**src/rtl/dec_mult_pkg.sv**
```systemverilog
// Shared types and constants for the BCD-4221 multiple generator.
// Holds the FSM state encoding, the 5211 recode table and the digit-value helper.
package dec_mult_pkg;

  localparam int NDIG_DEF  = 16;
  localparam int K_MAX_DEF = 3;

  typedef enum logic [1:0] {
    S_IDLE  = 2'd0,
    S_SHIFT = 2'd1,
    S_OUT   = 2'd2
  } state_t;

  // Entry v is the 5211 code of decimal value v; index 0 is the rightmost slice.
  localparam logic [9:0][3:0] RECODE_5211 = {
    4'b1111, 4'b1101, 4'b1100, 4'b1001, 4'b1000,
    4'b0111, 4'b0101, 4'b0100, 4'b0001, 4'b0000
  };

  function automatic logic [3:0] val4221(input logic [3:0] d);
    return {1'b0, d[3], 2'b00} + {2'b00, d[2], 1'b0} + {2'b00, d[1], 1'b0} + {3'b000, d[0]};
  endfunction

endpackage

```
**src/rtl/dec_digit_x2_4221.sv**
```systemverilog
// One BCD-4221 digit doubler: purely combinational, zero latency, no flow control.
// The digit is recoded to 5211; shifting that code left one place doubles it back in 4221.
module dec_digit_x2_4221
  import dec_mult_pkg::*;
(
  input  logic [3:0] i_d,
  input  logic       i_cin,
  output logic [3:0] o_d,
  output logic       o_cout
);

  logic [3:0] w_v;
  logic [3:0] w_c5211;

  assign w_v     = val4221(i_d);
  assign w_c5211 = RECODE_5211[w_v];
  assign o_d     = {w_c5211[2:0], i_cin};
  assign o_cout  = w_c5211[3];

endmodule

```
**src/rtl/decimal_multiple_gen.sv**
```systemverilog
// Emits 2^s*X for s=1..k_eff (or X alone when k_eff=0), one doubling per SHIFT cycle, first beat 2 edges after accept.
// Backpressure: each beat is held stable in OUT until out_ready; in_ready is high only while idle.
module decimal_multiple_gen
  import dec_mult_pkg::*;
#(
  parameter int NDIG  = NDIG_DEF,
  parameter int K_MAX = K_MAX_DEF,
  localparam int KW   = 3
) (
  input  logic                    clk,
  input  logic                    rst_n,
  input  logic                    in_valid,
  output logic                    in_ready,
  input  logic [4*NDIG-1:0]       in_x,
  input  logic [KW-1:0]           in_k,
  output logic                    out_valid,
  input  logic                    out_ready,
  output logic [4*(NDIG+1)-1:0]   out_w,
  output logic [KW-1:0]           out_step,
  output logic                    out_last,
  output logic                    out_ovf
);

  localparam logic [KW-1:0] KMAX_W = KW'(K_MAX);

  state_t                   r_state;
  logic [4*(NDIG+1)-1:0]    r_w;
  logic [KW-1:0]            r_s;
  logic [KW-1:0]            r_k;
  logic                     r_vld;
  logic                     r_last;
  logic                     r_ovf;

  logic [NDIG+1:0]          w_carry;
  logic [4*(NDIG+1)-1:0]    w_dbl;
  logic [KW-1:0]            w_keff;
  logic [KW-1:0]            w_s_nxt;

  // Ripple chain; the carry out of the top digit is the lost overflow.
  assign w_carry[0] = 1'b0;
  for (genvar i = 0; i <= NDIG; i++) begin : g_dig
    dec_digit_x2_4221 u_dig (
      .i_d    (r_w[4*i +: 4]),
      .i_cin  (w_carry[i]),
      .o_d    (w_dbl[4*i +: 4]),
      .o_cout (w_carry[i+1])
    );
  end

  assign w_keff  = (in_k > KMAX_W) ? KMAX_W : in_k;
  assign w_s_nxt = r_s + KW'(1);

  always_ff @(posedge clk or negedge rst_n) begin
    if (!rst_n) begin
      r_state <= S_IDLE;
      r_w     <= '0;
      r_s     <= '0;
      r_k     <= '0;
      r_vld   <= 1'b0;
      r_last  <= 1'b0;
      r_ovf   <= 1'b0;
    end else begin
      case (r_state)
        S_IDLE: begin
          if (in_valid) begin
            r_w   <= {4'b0000, in_x};
            r_s   <= '0;
            r_k   <= w_keff;
            r_ovf <= 1'b0;
            if (w_keff == '0) begin
              r_state <= S_OUT;
              r_vld   <= 1'b1;
              r_last  <= 1'b1;
            end else begin
              r_state <= S_SHIFT;
              r_last  <= 1'b0;
            end
          end
        end
        S_SHIFT: begin
          r_w     <= w_dbl;
          r_s     <= w_s_nxt;
          r_ovf   <= r_ovf | w_carry[NDIG+1];
          r_last  <= (w_s_nxt == r_k);
          r_vld   <= 1'b1;
          r_state <= S_OUT;
        end
        S_OUT: begin
          if (out_ready) begin
            r_vld   <= 1'b0;
            r_state <= r_last ? S_IDLE : S_SHIFT;
          end
        end
        default: r_state <= S_IDLE;
      endcase
    end
  end

  assign in_ready  = (r_state == S_IDLE);
  assign out_valid = r_vld;
  assign out_w     = r_w;
  assign out_step  = r_s;
  assign out_last  = r_last;
  assign out_ovf   = r_ovf;

endmodule

```
**config.mk**
```make
export PLATFORM = sky130hd
export DESIGN_NAME = decimal_multiple_gen
export DESIGN_NICKNAME = d
export VERILOG_FILES = /design/src/rtl/dec_mult_pkg.sv /design/src/rtl/dec_digit_x2_4221.sv /design/src/rtl/decimal_multiple_gen.sv
export SDC_FILE = /design/constraint.sdc
export NUM_CORES = 1
export LEC_CHECK = 0
export ABC_AREA = 0
export CORE_ASPECT_RATIO = 0.75
export CORE_MARGIN = 2
export CORE_UTILIZATION = 35
export CTS_CLUSTER_SIZE = 28
export DETAILED_ROUTE_END_ITERATION = 10
export GPL_ROUTABILITY_DRIVEN = 0
export PLACE_DENSITY_LB_ADDON = 0.3
export SYNTH_ARGS = -nofsm -noshare
export SYNTH_HDL_FRONTEND = slang
export SYNTH_HIERARCHICAL = 1
export SYNTH_SLANG_ARGS = --single-unit
```
**constraint.sdc**
```tcl
create_clock -name clk -period 2.4 [get_ports clk]
set_clock_uncertainty 0.05 [all_clocks]
set_input_delay 0.48 -clock clk [delete_from_list [all_inputs] [get_ports clk]]
set_output_delay 0.48 -clock clk [all_outputs]
set_load 0.01 [all_outputs]
```
==> impl_metrics.tcl <==
set metrics [dict create \
    worst_slew_pin_slew_ns 0.664 \
    clock_path_buffers 2 \
    p_sw_mw 5.11 \
    cts_root_buf "clkbuf_16" \
    postCtsSetupBuffers 0 \
    yosys_most_used_dff "dfrtp_1" \
    holdBufCountCts 0 \
    coreArea_um2 16600 \
    drcViolationCount 0 \
    viasPerCell 4.71 \
    antenna_left 0 \
    cts_tree "built" \
    cts_repair_resize_count 0 \
    fp.dieW_um 154 \
    setup_viol 0 \
    syn_area_per_cell_um2 8.11 \
    postLayoutSetupSlackWorst_ns 0.319 \
    grt-ovfl-total 0 \
    cellInternalPower_mw 6.78 \
    yosysWarningCount 6 \
    wl_per_cell_um 13.6 \
    maxClockFrequency_ghz 0.481 \
    ys_ff_latch 79 \
    grt_pass1_wl_um 23700 \
    r2r-start "out_w[53]" \
    initial_core_util_pct 35.4 \
    r2r_cells 6 \
    r2r_slack_ns 0.70 \
    row_count 41 \
    hp-class "input port to async pin" \
    synth_edf_count 0 \
    cts.sinks 79 \
    path_max_fanout 9 \
    crit_type "flip-flop to output port" \
    seq_area_frac_synth_pct 33.6 \
    htreeDepth 3 \
    grt_max_degree 69 \
    swShare_pct 43.0 \
    maxSlewViolCount 0 \
    layout-drive-gt1-share_pct 3.20 \
    timing.final.crit_share_pct 86.7 \
    netlist_instances 726 \
    vdd_drop_max_mv 0.678 \
    critPathLaunchType "flip-flop" \
    dp_slack_ns 0.313 \
    status "completed" \
    hold_violations 0 \
    setup_tns_ns 0 \
    place_area_um2 7430 \
    antenna_found_initial 0 \
    arrival_ns 1.55 \
    critical_path_required_ns 1.87 \
    antenna_cells 0 \
    layout.nets 996 \
    dr.pass1.iters 4 \
    first_global_vias 4833 \
    comb_power_share_pct 65.1 \
    clk_latency_ns 0.34 \
    numCtsBuffers 9 \
    mappedNetlistArea_um2 5890 \
    gr-usage-all-layers_pct 16.4 \
    slew_headroom_pct 55.7 \
    worstSetupEndpointType "output port" \
    dp_hpwl_um 10100 \
    io_pins 146 \
    num_vias 4986 \
    r2r-end "out_w[55]" \
    clkPwrFrac_pct 11.1 \
    final_common_cell "nand2_1" \
    io_buffers 145 \
    p_seq_share_pct 23.8 \
    async_flop_share_pct 100 \
    p_leak_nw 3.74 \
    die_h_um 116 \
    rsz0062_at_grt "no" \
    final_area_um2 7710 \
    synthesis.nets 883 \
    die_area_um2 17900 \
    cap_violations 0 \
    drtIter0Drc 247 \
    layout_common_cells "nand2_1, clkdlybuf4s50_1, ha_1" \
    finalCriticalPeriod_ns 2.08 \
    clk_pin_slew_ns 0.06 \
    synthToLayoutAreaGrowth_pct 30.9 \
    power_density_nw_per_um2 1540 \
    synth_cell_type_count 35 \
    wirelength_um 14400 \
]
[area by class of cell]
class                   instances  area (um^2)
clock buffers                  13          260
fillers                      1622         8910
multi-input cells             545         3410
inverters                      52          195
clock inverters                 3         17.5
flip-flops and latches         79         1980
well taps                     215          269
repair buffers                152         1580
[cells by family (layout without fill, tap and decap cells)]
kind of cell	count (synthesis)	in the layout	share of synthesized area (%)
xor gates and xnor gates	20	20	3.21
AOI/OAI and AO/OA	126	126	13.8
and+or+nand+nor	310	310	22.1
other	1	1	0.0637
muxes	2	2	0.361
buffers and inverters	102	220	8.69
DFF	79	79	33.6
adders and majority gates	86	86	18.3
[state kept, by name, indices dropped and copies added, names as in the netlist]
name	flops
out_last	1
out_ovf	1
out_step	3
out_valid	1
out_w	68
r_k	3
r_state	2
[Yosys cell counts (4+ instances only)]
cell type / number / area share, %
ha_1: 86 / 18
a21o_1: 34 / 4.3
a31oi_1: 64 / 6.8
buf_2: 13 / 1.1
or2_1: 17 / 1.8
dfrtp_1: 79 / 34
xnor2_1: 18 / 2.7
clkbuf_1: 11 / 0.70
inv_1: 52 / 3.3
buf_6: 4 / 0.77
buf_4: 22 / 2.8
o21ai_0: 22 / 1.9
nand2b_1: 18 / 1.9
nand3_1: 6 / 0.51
nand2_1: 194 / 12
nor2_1: 65 / 4.1
[metal layers]
layer | GRT usage [%] | up-vias | share of wire, %
li1 | - | 2590 | -
met1 | 23.6 | 2287 | 52
met2 | 24.7 | 96 | 42
met3 | 3.60 | 13 | 4.2
met4 | 5.02 | 0 | 1.5
met5 | 0 | - | 0
[critical path, stage by stage, from the launching register on]
cell             delay [ns]
dfrtp_1                0.51
nor2_1                 0.15
clkdlybuf4s50_1        0.55
[power groups by stage]
| stage | logic, mW | clock network, mW | registers [mW] |
|---|---|---|---|
| after floorplan | 5.55 | 0 | 2.92 |
| after global placement | 7.66 | 0 | 2.85 |
| after detailed placement | 7.76 | 0 | 2.85 |
| after CTS | 7.82 | 1.37 | 2.84 |
| after global routing | 8.83 | 1.41 | 2.95 |
| final | 7.74 | 1.32 | 2.83 |
[metrics by stage]
step / utilization, % / power [mW] / std cells / hold WS [ns]
floorplan: - / 8.47 / 726 / 0.134
global placement: 44.7 / 10.5 / 1043 / 0.385
detailed placement: 44.7 / 10.6 / 1043 / 0.384
CTS: 46.4 / 12.0 / 1059 / 0.0153
global route: 46.4 / 13.2 / 1059 / 0.0251
finish: 46.4 / 11.9 / 1059 / 0.00884
[worst max path at each step]
stage | end | from
after CTS | in_ready | r_state[0]
after floorplan | out_w[3] | out_w[1]
final | in_ready | r_state[0]
after detailed placement | out_w[39] | in_valid
after global placement | out_w[52] | in_valid
after global routing | in_ready | r_state[0]
No activity file was read; power rests on OpenSTA's default activity.
